File: src/rtl/lc4_div_pkg.sv
// Shared constants and state encoding for the LC4 iterative divider.
package lc4_div_pkg;

  localparam int W     = 16;  // operand width, fixed by cla16
  localparam int CNT_W = 5;   // iteration counter width, holds 0..W
  localparam int ITERS = 16;  // quotient bits produced, one per BUSY cycle

  typedef enum logic [1:0] {
    IDLE = 2'd0,
    BUSY = 2'd1,
    DONE = 2'd2
  } state_t;

endpackage

File: src/rtl/lc4_divider_iter_if.sv
// Operand/result handshake bundle between issue, divider and writeback.
interface lc4_divider_iter_if;
  import lc4_div_pkg::*;

  logic         in_valid;
  logic         in_ready;
  logic [W-1:0] dividend;
  logic [W-1:0] divisor;
  logic         out_valid;
  logic         out_ready;
  logic [W-1:0] quotient;
  logic [W-1:0] remainder;

  // Issue/writeback side: presents operands and takes results.
  modport master (
    output in_valid, dividend, divisor, out_ready,
    input  in_ready, out_valid, quotient, remainder
  );

  // Divider side.
  modport slave (
    input  in_valid, dividend, divisor, out_ready,
    output in_ready, out_valid, quotient, remainder
  );

endinterface

File: src/rtl/lc4_divider_iter_cla16.sv
// 16-bit carry-lookahead adder: four 4-bit groups with lookahead between
// groups and a short ripple inside each group. Sum only; callers derive
// any carry they need from the sum bits.
module cla16 (
  input  logic [15:0] a,
  input  logic [15:0] b,
  input  logic        cin,
  output logic [15:0] sum
);

  logic [15:0] g;
  logic [15:0] p;
  logic [2:0]  grp_g;
  logic [2:0]  grp_p;
  logic [3:0]  grp_c;
  logic [15:0] c;

  assign g = a & b;
  assign p = a ^ b;

  // Group generate/propagate, inter-group lookahead, then per-bit carries.
  always_comb begin
    // NOTE: every variable gets a default first so no path can leave one
    // unassigned, which would infer a latch.
    grp_g = '0;
    grp_p = '0;
    grp_c = '0;
    c     = '0;
    for (int k = 0; k < 3; k++) begin
      grp_g[k] = g[4*k+3]
               | (p[4*k+3] & g[4*k+2])
               | (p[4*k+3] & p[4*k+2] & g[4*k+1])
               | (p[4*k+3] & p[4*k+2] & p[4*k+1] & g[4*k]);
      grp_p[k] = &p[4*k +: 4];
    end
    grp_c[0] = cin;
    for (int k = 0; k < 3; k++) begin
      grp_c[k+1] = grp_g[k] | (grp_p[k] & grp_c[k]);
    end
    for (int k = 0; k < 4; k++) begin
      c[4*k] = grp_c[k];
      for (int j = 1; j < 4; j++) begin
        c[4*k+j] = g[4*k+j-1] | (p[4*k+j-1] & c[4*k+j-1]);
      end
    end
  end

  assign sum = p ^ c;

endmodule

File: src/rtl/lc4_divider_iter.sv
// Multi-cycle 16-bit unsigned restoring divider for LC4 DIV/MOD.
// One quotient bit per BUSY cycle, MSB first. The dividend is shifted out
// of the quotient register as quotient bits are shifted in.
module lc4_divider_iter
  import lc4_div_pkg::*;
(
  input  logic               clk,
  input  logic               rst_n,
  lc4_divider_iter_if.slave  bus
);

  state_t           state;
  logic [W-1:0]     q_r;     // dividend on load, quotient when DONE
  logic [W-1:0]     rem_r;   // partial remainder
  logic [W-1:0]     div_r;   // latched divisor
  logic [CNT_W-1:0] cnt;     // steps completed

  logic             accept;
  logic [W-1:0]     s;
  logic [W-1:0]     nb;
  logic [W-1:0]     trial;
  logic             c15;
  logic             cout16;
  logic             borrow_free;

  // A new operation may start from IDLE, or from DONE in the same cycle the
  // current result is taken.
  assign bus.in_ready  = (state == IDLE) | ((state == DONE) & bus.out_ready);
  assign accept        = bus.in_valid & bus.in_ready;
  assign bus.out_valid = (state == DONE);
  assign bus.quotient  = q_r;
  assign bus.remainder = rem_r;

  // Trial subtract: s - divisor as s + ~divisor + 1.
  assign s  = {rem_r[W-2:0], q_r[W-1]};
  assign nb = ~div_r;

  cla16 u_cla16 (
    .a   (s),
    .b   (nb),
    .cin (1'b1),
    .sum (trial)
  );

  // Recover the carry out of bit 15 from the sum; rem_r[15] stands in for
  // the 17th bit of the shifted remainder, which always exceeds the divisor.
  assign c15         = trial[W-1] ^ s[W-1] ^ nb[W-1];
  assign cout16      = (s[W-1] & nb[W-1]) | ((s[W-1] ^ nb[W-1]) & c15);
  assign borrow_free = rem_r[W-1] | cout16;

  // Control FSM and datapath registers.
  always_ff @(posedge clk or negedge rst_n) begin
    // NOTE: sequential state uses non-blocking assignments only, so every
    // register samples pre-edge values regardless of statement order.
    if (!rst_n) begin
      state <= IDLE;
      q_r   <= '0;
      rem_r <= '0;
      div_r <= '0;
      cnt   <= '0;
    end else if (accept) begin
      if (bus.divisor == '0) begin
        q_r   <= '0;
        rem_r <= '0;
        state <= DONE;
      end else begin
        q_r   <= bus.dividend;
        div_r <= bus.divisor;
        rem_r <= '0;
        cnt   <= '0;
        state <= BUSY;
      end
    end else begin
      case (state)
        BUSY: begin
          q_r   <= {q_r[W-2:0], borrow_free};
          rem_r <= borrow_free ? trial : s;
          cnt   <= cnt + 1'b1;
          if (cnt == CNT_W'(ITERS - 1)) state <= DONE;
        end
        DONE: begin
          if (bus.out_ready) state <= IDLE;
        end
        IDLE: ;
        default: state <= IDLE;
      endcase
    end
  end

endmodule

File: src/flat_wrapper.sv
// flat-port wrapper written by rule: the top's interface ports become plain ports
module lc4_divider_iter_flat import lc4_div_pkg::*;
  (clk, rst_n, bus_in_valid, bus_dividend, bus_divisor, bus_out_ready, bus_in_ready, bus_out_valid, bus_quotient, bus_remainder);
  lc4_divider_iter_if bus_i ();
  input  logic clk;
  input  logic rst_n;
  input wire logic [$bits(bus_i.in_valid)-1:0] bus_in_valid;
  input wire logic [$bits(bus_i.dividend)-1:0] bus_dividend;
  input wire logic [$bits(bus_i.divisor)-1:0] bus_divisor;
  input wire logic [$bits(bus_i.out_ready)-1:0] bus_out_ready;
  output wire logic [$bits(bus_i.in_ready)-1:0] bus_in_ready;
  output wire logic [$bits(bus_i.out_valid)-1:0] bus_out_valid;
  output wire logic [$bits(bus_i.quotient)-1:0] bus_quotient;
  output wire logic [$bits(bus_i.remainder)-1:0] bus_remainder;
  assign bus_i.in_valid = bus_in_valid;
  assign bus_i.dividend = bus_dividend;
  assign bus_i.divisor = bus_divisor;
  assign bus_i.out_ready = bus_out_ready;
  assign bus_in_ready = bus_i.in_ready;
  assign bus_out_valid = bus_i.out_valid;
  assign bus_quotient = bus_i.quotient;
  assign bus_remainder = bus_i.remainder;
  lc4_divider_iter u_core (.clk(clk), .rst_n(rst_n), .bus(bus_i));
endmodule
File: config.mk
export PLATFORM = sky130hd
export DESIGN_NAME = lc4_divider_iter_flat
export DESIGN_NICKNAME = d
export VERILOG_FILES = /design/src/rtl/lc4_div_pkg.sv /design/src/rtl/lc4_divider_iter_if.sv /design/src/rtl/lc4_divider_iter_cla16.sv /design/src/rtl/lc4_divider_iter.sv /design/src/flat_wrapper.sv
export SDC_FILE = /design/constraint.sdc
export NUM_CORES = 1
export LEC_CHECK = 0
export CORE_UTILIZATION = 30
export CTS_BUF_LIST = sky130_fd_sc_hd__clkbuf_2 sky130_fd_sc_hd__clkbuf_4 sky130_fd_sc_hd__clkbuf_8
export DETAILED_ROUTE_END_ITERATION = 10
export RECOVER_POWER = 50
export SKIP_CTS_REPAIR_TIMING = 1
export SYNTH_ARGS = -nofsm -noshare
export SYNTH_HDL_FRONTEND = slang
export SYNTH_SLANG_ARGS = --single-unit
export TNS_END_PERCENT = 50
File: constraint.sdc
create_clock -name clk -period 3.69 [get_ports clk]
set_clock_uncertainty 0.2 [all_clocks]
set_input_delay 0.738 -clock clk [delete_from_list [all_inputs] [get_ports clk]]
set_output_delay 0.738 -clock clk [all_outputs]
set_load 0.01 [all_outputs]
==> summary.md <==
| Metric | Value |
|---|---|
| Area after DPL | 4350 µm² |
| Setup Slack @ Placement | -0.159 ns |
| Drt initial violations | 114 |
| Final nets | 495 |
| Largest net degree at the start of global routing | 29 |
| Non-Filler Instances | 574 |
| Critical Path RT | 3.72 ns |
| Hold Crit Depth | 1 |
| DRT antenna net count | 0 |
| Die width | 107 µm |
| Async set-reset flop share out of synthesis | 100% |
| First-pass GRT wire length | 14,800 µm |
| Mapped Avg Cell Area | 9.77 µm² |
| GRT Util Overall | 16.1% |
| Final Hold Vio Count | 0 |
| Setup WS post-layout | 0.115 ns |
| Number of CTS-inserted buffers | 5 |
| Final setup fails | 0 |
| Worst slew pin tran | 1.48 ns |
| WS Path Type | reg2reg |
| Initial Utilization | 30.8% |
| Largest stage delay, worst path | 0.44 ns |
| Reg-to-Reg Start | u_core.bus.remainder[9]$_DFFE_PN0P_ |
| Drt pass-1 iters | 4 |
| Hold worst-path end | u_core.cnt[4]$_DFFE_PN0P_ |
| Final count of pins violating max slew | 0 |
| Post-synth EDFFs | 0 |
| Syn_nets | 402 |
| CP Data Arrival Time | 3.60 ns |
| Site row count | 38 |
| Clock Sink Count | 55 |
| Outcome | finished clean |
| Commonest cells after routing, fill and taps aside | dfrtp_1, clkdlybuf4s50_1, buf_4 |
| H-Tree Depth | 2 |
| Residual DRC | 0 |
| Post-synthesis register bit count | 55 |
| CP top delay family | adder cells |
| Power density cells | 974 nW/µm² |
| Diodes inserted | 0 |
| Crit-path slowest cell | or4_4 |
| Max Clock Freq | 280 MHz |
| Sequential fraction of the synthesis area | 41.4% |
| Cells after DPL | 561 |
| Nature of the critical path endpoint | flip-flop |
| Post-route setup TNS | 0 ns |
| Final Cycle Share | 96.9% |
| Most common cell after layout, fill and taps aside | dfrtp_1 |
| Chip Height | 107 µm |
| Final Wtd Congestion | 0.821 |
| Post-route cell area | 4600 µm² |
| Max VDD drop | 0.399 mV |
| Cell count after synthesis | 340 |
| Min-delay src | u_core.cnt[4]$_DFFE_PN0P_ |
| Worst path cell trace | ha_1, and2_4, a221o_1, or4_4, nand2_4, fa_2, fa_2, fa_2, inv_1, maj3_2, buf_4, o21a_1, o31ai_2 |
| Worst slew margin | 1.08% |
| Detailed placement HPWL | 6650 µm |
| Netlist cell types | 41 |
| Die area | 11,500 µm² |
| Most used cell along the critical path | fa_2 |
| Total of warnings raised by yosys | 0 |
| Worst skew pair latency | 0.32 ns |
| CTS tree | yes |
| Worst-path maximum fanout | 6 |
| Port-buffer cells | 69 |
| Max Cap Viol | 0 |
| Fill count | 1,056 |
| Worst Hold Class | reg2reg |
| WL/cell | 15.6 µm |
| Static Leak | 1.98 nW |
| WP buf/inv | 2 |
| Total grt overflow | 0 |
| DRT Wirelength | 8950 µm |
| Endpoint of the worst register-to-register path | u_core.bus.remainder[8]$_DFFE_PN0P_ |
| Initial antenna violation count | 0 |
| Vias per cell | 5.10 |
| Synthesized cell area | 3320 µm² |
| Core box area | 10,800 µm² |
| Ys flop type | dfrtp_1 |
| R2R cell count | 13 |
| Clk slew on worst S/H paths | 0.10 ns |
| Root Buffer | clkbuf_8 |
| DR vias | 2,926 |
| FF-to-FF setup slack | 0.11 ns |
| Share of layout cells above drive strength 1 | 20.0% |
| Area grow syn2layout | 38.6% |
| Hold_ws | 0.322 ns |
| Vias in the first global route | 3,096 |
| Startpoint types | flip-flop |
| Maximum clock path buffer count | 2 |
| # IOs | 70 |
| Shortest period the worst path allows | 3.58 ns |
[through the flow]
stage	power, mW	utilization, %
global placement	3.77	40.3
global route	4.89	42.7
finish	4.48	42.7
CTS	4.29	41.4
detailed placement	3.85	40.3
floorplan	2.79	-
[synth_stat cells, types with 3 or more instances]
cell type / n / area (µm²)
dfrtp_1: 55 / 1380
inv_1: 30 / 113
o21ai_0: 27 / 135
nor2_1: 25 / 93.8
a21oi_1: 17 / 85.1
clkbuf_1: 17 / 63.8
nand3_1: 17 / 85.1
nand4_1: 17 / 106
ha_1: 15 / 188
nand2_1: 13 / 48.8
o211ai_1: 12 / 90.1
fa_1: 11 / 220
mux2_4: 10 / 150
nor3_1: 9 / 45.0
a31o_2: 7 / 61.3
o21a_1: 6 / 45.0
o31ai_1: 6 / 45.0
buf_2: 5 / 25.0
and2_1: 4 / 25.0
mux2_2: 4 / 45.0
nor2b_1: 4 / 25.0
nor4_1: 4 / 25.0
xnor2_1: 3 / 26.3
[worst max-delay path by stage]
| stage | to | cells past startpoint | slack [ns] | start |
|---|---|---|---|---|
| after CTS | u_core.bus.remainder[8]$_DFFE_PN0P_ | 13 | -0.18 | u_core.div_r[0]$_DFFE_PN0P_ |
| after global routing | u_core.bus.remainder[8]$_DFFE_PN0P_ | 14 | -0.02 | u_core.div_r[10]$_DFFE_PN0P_ |
| after detailed placement | u_core.bus.remainder[8]$_DFFE_PN0P_ | 13 | -0.16 | u_core.div_r[0]$_DFFE_PN0P_ |
| final | u_core.bus.remainder[8]$_DFFE_PN0P_ | 13 | 0.11 | u_core.bus.remainder[9]$_DFFE_PN0P_ |
| after global placement | u_core.bus.remainder[2]$_DFFE_PN0P_ | 13 | -0.06 | u_core.div_r[0]$_DFFE_PN0P_ |
| after floorplan | u_core.bus.remainder[4]$_DFFE_PN0P_ | 14 | 0.03 | u_core.bus.quotient[15]$_DFFE_PN0P_ |
[sequential cells by signal (all words and copies together) (netlist names)]
name	cells
u_core.bus.quotient	16
u_core.bus.remainder	16
u_core.cnt	5
u_core.div_r	16
u_core.state	2
[cell families after synthesis]
| family | share of synthesized area [%] |
|---|---|
| compound gates | 15.7 |
| xor+xnor | 1.05 |
| simple gates | 15.3 |
| fa+ha+maj | 12.6 |
| mux | 6.85 |
| buf+inv | 7.01 |
| flops | 41.4 |
[layout make-up]
cell class / count / area (µm²) / share of cell area, %
inverters: 30 / 113 / 2.45
repair buffers: 110 / 1020 / 22.1
multi-input cells: 231 / 1800 / 39.2
clock buffers: 6 / 82.6 / 1.79
well taps: 140 / 175 / 3.81
flip-flops and latches: 55 / 1380 / 29.9
clock inverters: 2 / 35.0 / 0.761
[power by group]
part | internal, mW | leakage, nW | switching [mW]
Sequential | 0.906 | 0.667 | 0.242
Clock | 0.220 | 0.0612 | 0.206
Combinational | 1.49 | 1.25 | 1.41
Total | 2.62 | 1.98 | 1.86
[worst reg2reg max path, cell delays in order, from the launching register on]
cell and delay [ns]:
dfrtp_1 0.39, ha_1 0.30, and2_4 0.16, a221o_1 0.32, or4_4 0.44, nand2_4 0.08
fa_2 0.20, fa_2 0.21, fa_2 0.20, inv_1 0.04, maj3_2 0.38, buf_4 0.19
o21a_1 0.17, o31ai_2 0.20
[layer usage]
| layer | vias up | GRT usage, % | wire length (µm) |
|---|---|---|---|
| met5 | - | 0 | 0 |
| met3 | 8 | 3.40 | 416 |
| li1 | 1385 | - | - |
| met1 | 1463 | 19.8 | 3890 |
| met2 | 70 | 28.8 | 4550 |
| met4 | 0 | 3.52 | 102 |
(Power assumes the default switching activity.)
